$ cat config.mk
export PLATFORM = sky130hd
export DESIGN_NAME = hyper_pipe_rx
export DESIGN_NICKNAME = d
export VERILOG_FILES = /design/src/rtl/hyper_pipe_rx.sv
export SDC_FILE = /design/constraint.sdc
export NUM_CORES = 1
export LEC_CHECK = 0
export CELL_PAD_IN_SITES_DETAIL_PLACEMENT = 0
export CELL_PAD_IN_SITES_GLOBAL_PLACEMENT = 1
export CORE_ASPECT_RATIO = 1.75
export CORE_MARGIN = 10
export CORE_UTILIZATION = 49
export DETAILED_ROUTE_END_ITERATION = 10
export PLACE_DENSITY = 0.79
export SLEW_MARGIN = 5
export SYNTH_ARGS = -nofsm -noshare
export SYNTH_HDL_FRONTEND = slang
export SYNTH_SLANG_ARGS = --single-unit
$ cat constraint.sdc
create_clock -name i_clk -period 2.8 [get_ports i_clk]
set_clock_uncertainty 0.1 [all_clocks]
set_input_delay 0.84 -clock i_clk [delete_from_list [all_inputs] [get_ports i_clk]]
set_output_delay 0.84 -clock i_clk [all_outputs]
set_load 0.005 [all_outputs]
$ cat src/rtl/hyper_pipe_rx.sv
// hyper_pipe_rx
//   Receiving end of a hyper_reg retiming chain. The chain cannot be stalled
//   on a per-cycle basis, so this block absorbs valid-qualified words into a
//   first-word-fall-through FIFO. It presents them downstream with a
//   valid/ready handshake. It raises o_stall early enough that words already
//   in flight (up to LATENCY+1) still fit.
//
// Parameters
//   DATA_WIDTH  payload width
//   DEPTH       FIFO entries (power of 2, >= 2*(LATENCY+1))
//   LATENCY     round-trip register stages (forward data + stall return)
//
// Ports
//   i_clk       clock
//   i_rst       asynchronous active-high reset
//   i_valid     word present on i_data
//   i_data      incoming payload
//   o_stall     registered stop request back to the sender
//   o_valid     FIFO head valid
//   o_data      FIFO head payload (0 while empty)
//   i_ready     downstream accepts the head
//   o_overflow  sticky: a word was dropped because the FIFO was full
//
// Optional feature (macro HYPER_PIPE_RX_LEVEL_EN)
//   o_level      registered fill level
//   o_max_level  high-water mark of the fill level, cleared only by i_rst
module hyper_pipe_rx #(
  parameter int DATA_WIDTH = 32,
  parameter int DEPTH      = 16,
  parameter int LATENCY    = 4
) (
  input  logic                  i_clk,
  input  logic                  i_rst,
  input  logic                  i_valid,
  input  logic [DATA_WIDTH-1:0] i_data,
  output logic                  o_stall,
  output logic                  o_valid,
  output logic [DATA_WIDTH-1:0] o_data,
  input  logic                  i_ready,
  output logic                  o_overflow
`ifdef HYPER_PIPE_RX_LEVEL_EN
  ,
  output logic [$clog2(DEPTH):0] o_level,
  output logic [$clog2(DEPTH):0] o_max_level
`endif
);

  localparam int PTR_W = $clog2(DEPTH);
  localparam int CNT_W = PTR_W + 1;
  localparam logic [CNT_W-1:0] FULL_CNT = CNT_W'(DEPTH);
  // Leaves room for the LATENCY+1 words that can still arrive after o_stall rises.
  localparam logic [CNT_W-1:0] STALL_TH = CNT_W'(DEPTH - LATENCY - 1);

  if (((DEPTH & (DEPTH - 1)) != 0) || (DEPTH < 2 * (LATENCY + 1))) begin : g_bad_params
    $error("hyper_pipe_rx: DEPTH must be a power of 2 and at least 2*(LATENCY+1)");
  end

  logic [DATA_WIDTH-1:0] mem_q [DEPTH];
  logic [PTR_W-1:0]      wr_ptr_q, wr_ptr_d;
  logic [PTR_W-1:0]      rd_ptr_q, rd_ptr_d;
  logic [CNT_W-1:0]      count_q, count_d;
  logic                  stall_q, stall_d;
  logic                  ovf_q, ovf_d;
  logic                  not_empty, full, rd_fire, wr_en;

  assign not_empty = (count_q != '0);
  assign full      = (count_q == FULL_CNT);
  assign rd_fire   = not_empty & i_ready;
  // A full FIFO still accepts a word when the head leaves in the same cycle.
  assign wr_en     = i_valid & (~full | rd_fire);

  always_comb begin
    wr_ptr_d = wr_ptr_q;
    rd_ptr_d = rd_ptr_q;
    count_d  = count_q;
    if (wr_en) begin
      wr_ptr_d = wr_ptr_q + PTR_W'(1);
    end
    if (rd_fire) begin
      rd_ptr_d = rd_ptr_q + PTR_W'(1);
    end
    case ({wr_en, rd_fire})
      2'b10:   count_d = count_q + CNT_W'(1);
      2'b01:   count_d = count_q - CNT_W'(1);
      default: count_d = count_q;
    endcase
    stall_d = (count_d >= STALL_TH);
    // A valid word that was not written was dropped.
    ovf_d   = ovf_q | (i_valid & ~wr_en);
  end

  always_ff @(posedge i_clk or posedge i_rst) begin
    if (i_rst) begin
      wr_ptr_q <= '0;
      rd_ptr_q <= '0;
      count_q  <= '0;
      stall_q  <= 1'b0;
      ovf_q    <= 1'b0;
    end else begin
      wr_ptr_q <= wr_ptr_d;
      rd_ptr_q <= rd_ptr_d;
      count_q  <= count_d;
      stall_q  <= stall_d;
      ovf_q    <= ovf_d;
    end
  end

  // Storage is data only; stale contents are never visible because o_valid
  // and o_data are qualified by the count.
  always_ff @(posedge i_clk) begin
    if (wr_en) begin
      mem_q[wr_ptr_q] <= i_data;
    end
  end

  // FWFT head: derived from registered state only, so i_valid never reaches
  // o_valid combinationally, and reset forces both to 0 immediately.
  assign o_valid    = not_empty;
  assign o_data     = not_empty ? mem_q[rd_ptr_q] : '0;
  assign o_stall    = stall_q;
  assign o_overflow = ovf_q;

`ifdef HYPER_PIPE_RX_LEVEL_EN
  logic [CNT_W-1:0] level_q;
  logic [CNT_W-1:0] max_level_q;

  always_ff @(posedge i_clk or posedge i_rst) begin
    if (i_rst) begin
      level_q     <= '0;
      max_level_q <= '0;
    end else begin
      level_q     <= count_d;
      max_level_q <= (count_d > max_level_q) ? count_d : max_level_q;
    end
  end

  assign o_level     = level_q;
  assign o_max_level = max_level_q;
`endif

endmodule

==> flow_metrics.py <==
metrics = {
    "synth": {
        "postSynthAreaPerCell_um2": 23.8,
        "ys_types": 39,
        "synth-main-ff-cell": "edfxtp_1",
        "synthesis.instances": 860,
        "synth_async_sr_flop_share_pct": 2.85,
        "synth-edff-count": 512,
        "post_synth_main_area_contributors": "edfxtp_1, mux4_2, dfrtp_1, and2_1, buf_6",
        "synth_sequential_area_ratio_pct": 76.9,
        "post_synthesis_instance_area_um2": 20500,
        "synth-seq-cells": 527,
        "ys_warn_count": 0,
        "synth.largest_area_cell": "edfxtp_1",
        "synthDominantCellAreaShare_pct": 75.1,
        "number_of_nets_in_the_synthesized_netlist": 905,
    },
    "critical_path": {
        "crit-reg2reg-capture": "o_stall",
        "timing.critical_path.arrival_ps": 2840,
        "critical_path.max_fanout": 7,
        "timing.setup.critical_path_class": "reg2out",
        "timing.critical_path.from_type": "flip-flop",
        "worstPathRequired_ps": 1860,
        "worstRegToRegCells": 12,
        "worstSetupEndpointType": "output port",
        "r2r_slack_ps": 220,
        "regToRegStartpoint": "count_q[1]",
    },
    "floorplanning": {
        "design.die.area_um2": 50700,
        "placement_rows": 99,
        "die_width_um": 175,
        "starting_density_pct": 49.3,
        "ios": 71,
        "floorplan.core_area_um2": 41500,
        "fp.dieH_um": 290,
    },
    "placement": {
        "port-buffer-count": 70,
        "globalplace.congestion": 0.807,
        "detailedPlacementHpwl_mm": 26.7,
    },
    "route": {
        "num_vias": 9845,
        "dr.pass1.iters": 6,
        "drc": 0,
        "routed_wl_met3_mm": 2.28,
        "routed_wl_mm": 47.6,
        "route.layer.met1.wl_mm": 17.4,
        "dr.max_layer_used": "met4",
        "met2_wirelength_mm": 26.8,
        "antenna_violating_nets_post_route": 0,
        "route.detailed.vias_per_inst": 5.87,
        "route.detailed.wl_per_inst_um": 28.4,
        "initial_drc_count": 839,
    },
    "sta": {
        "report.final.slew_viol_count": 0,
        "timing.fmax_mhz": 264,
        "layout_worst_path_cycle_share_pct": 135,
        "grt_setup_unrepaired": "true",
        "period_needed_ps": 3780,
        "finalSetupTns_ps": -27890,
        "finalWorstSetupSlack_ps": -981,
        "slew-limit-headroom_pct": 59.1,
        "finalHoldViolations": 0,
        "setup_viol": 32,
        "tightestPinTransition_ps": 612,
    },
    "finish": {
        "area.growth.synth_to_final_pct": 24.7,
        "layout_commonest_cell": "edfxtp_1",
        "layout.nets": 1131,
        "share_of_post_route_cells_with_drive_strength_above_1_pct": 41.8,
        "layout_common_cells": "edfxtp_1, mux4_2, buf_12",
        "layout.core_utilization_pct": 61.5,
    },
    "clock_tree": {
        "clock_insertion_delay_worst_skew_ps": 560,
        "cts_inserted_buffers": 43,
        "cts-root-to-sink-buffers": 3,
        "cts.sinks": 527,
        "clock-root-buffer": "clkbuf_16",
        "tritoncts": "built",
        "cts.htree.levels": 2,
        "postCtsHoldBufs": 0,
        "worst_setup_hold_path_clk_slew_ps": 70,
    },
    "pwr": {
        "static_leakage_power_nw": 8.47,
        "powerDensity_nw_per_um2": 1040,
        "vdd_ir_drop_max_mv": 0.559,
    },
    "global_routing": {
        "first_pass_grt_wire_length_mm": 71.1,
        "number_of_antenna_violations_at_the_first_check_in_global_routing": 1,
        "grt.overflow.total": 0,
        "maximum_number_of_pins_on_one_net_before_global_route_repair": 38,
        "track_usage_pct": 18.8,
        "first_global_vias": 10600,
    },
    "min_path": {
        "hp-class": "reg2reg",
        "timing.hold.worst_endpoint": "o_overflow",
        "min_from": "o_overflow",
        "hold_path_depth": 1,
    },
    "outcome": {
        "violations": "setup timing",
        "result_of_the_run": "complete, but fails checks",
    },
    "flow_run": {
        "maxCapViolations": 0,
    },
}
-- where the power goes --
group | switching (W) | internal (W) | leakage (nW) | total (W)
logic | 0.00417 | 0.00620 | 2.93 | 0.0104
registers | 0.000320 | 0.00951 | 4.80 | 0.00983
clock network | 0.00272 | 0.00360 | 0.742 | 0.00633
-- worst max-delay path, stage by stage, from the launching register on --
cell     delay (ps)
dfrtp_4         520
buf_12          170
buf_12          130
buf_16          130
buf_6           110
mux4_2          430
mux4_2          490
and2_4          190
buf_6           110
-- how the worst max path moves through the flow --
stage,cells after the start,endpoint,slack (ps),startpoint
3_3_place_gp,5,o_data[8],-690,rd_ptr_q[0]
4_1_cts,8,o_data[7],-1010,rd_ptr_q[0]
2_1_floorplan,6,o_data[0],-9,rd_ptr_q[0]
5_1_grt,8,o_data[7],-1030,rd_ptr_q[0]
6_report,8,o_data[12],-980,rd_ptr_q[0]
3_5_place_dp,5,o_data[8],-690,rd_ptr_q[0]
-- metal layers --
layer / vias up / global-route usage (%)
met5: - / 0
met1: 5289 / 22.6
met3: 81 / 2.26
li1: 4110 / -
met4: 0 / 5.52
met2: 365 / 34.7
-- layout make-up --
class | instances | area, µm²
Fill cell | 2708 | 16000
Sequential cell | 527 | 15800
Multi-Input combinational cell | 279 | 4550
Timing Repair Buffer | 225 | 3000
Clock buffer | 49 | 1140
Tap cell | 555 | 694
Clock inverter | 30 | 339
Inverter | 10 | 37.5
Antenna cell | 1 | 2.50
-- repair_timing --
item                       4_1_cts  5_1_grt
setup endpoints to repair       33       34
buffers inserted                53       10
pin swaps                       17        6
hold endpoints to repair         0        0
resized for setup              215       29
cloned                          10        0
-- synth_stat cells, types with 2 or more instances --
master	count
clkbuf_1	19
o21ai_0	3
and2_1	50
a31oi_1	2
or4_1	2
nor4_1	2
o2111ai_1	2
buf_6	11
nand2_1	10
inv_1	10
o211ai_1	3
nor2_1	3
dfrtp_1	15
mux4_2	160
nand3_1	5
buf_1	9
o221ai_1	2
edfxtp_1	512
mux2i_1	2
ha_1	8
xnor2_1	8
buf_2	5
-- kinds of logic (layout without fill, tap and decap cells) --
| family | count (synthesis) | in the layout | share of synthesized area [%] |
|---|---|---|---|
| XOR/XNOR | 9 | 9 | 0.385 |
| other | 0 | 1 | 0 |
| flip-flops | 527 | 527 | 76.9 |
| adder cells (fa/ha/maj) | 9 | 9 | 0.587 |
| AO/OA/AOI/OAI | 20 | 20 | 0.709 |
| AND/OR/NAND/NOR | 78 | 78 | 2.21 |
| multiplexers | 163 | 163 | 17.8 |
| buffers and inverters | 54 | 314 | 1.42 |
-- metrics by stage --
step | worst slack [ps] | instance area, µm² | instances | hold WS, ps | total power [W]
after floorplan | -8.84 | 20600 | 860 | 368 | 0.0150
after global placement | -687 | 23000 | 1529 | 385 | 0.0183
after detailed placement | -689 | 23000 | 1529 | 381 | 0.0184
after CTS | -1010 | 25400 | 1670 | 401 | 0.0265
after global routing | -1030 | 25500 | 1676 | 425 | 0.0275
final | -981 | 25500 | 1676 | 395 | 0.0265
-- registers in the layout, summed over array words and instances (netlist names) --
name and count:
o_stall 1, wr_ptr_q 4, count_q 5, rd_ptr_q 4, mem_q 512, o_overflow 1
No activity file was read; power rests on OpenSTA's default activity.
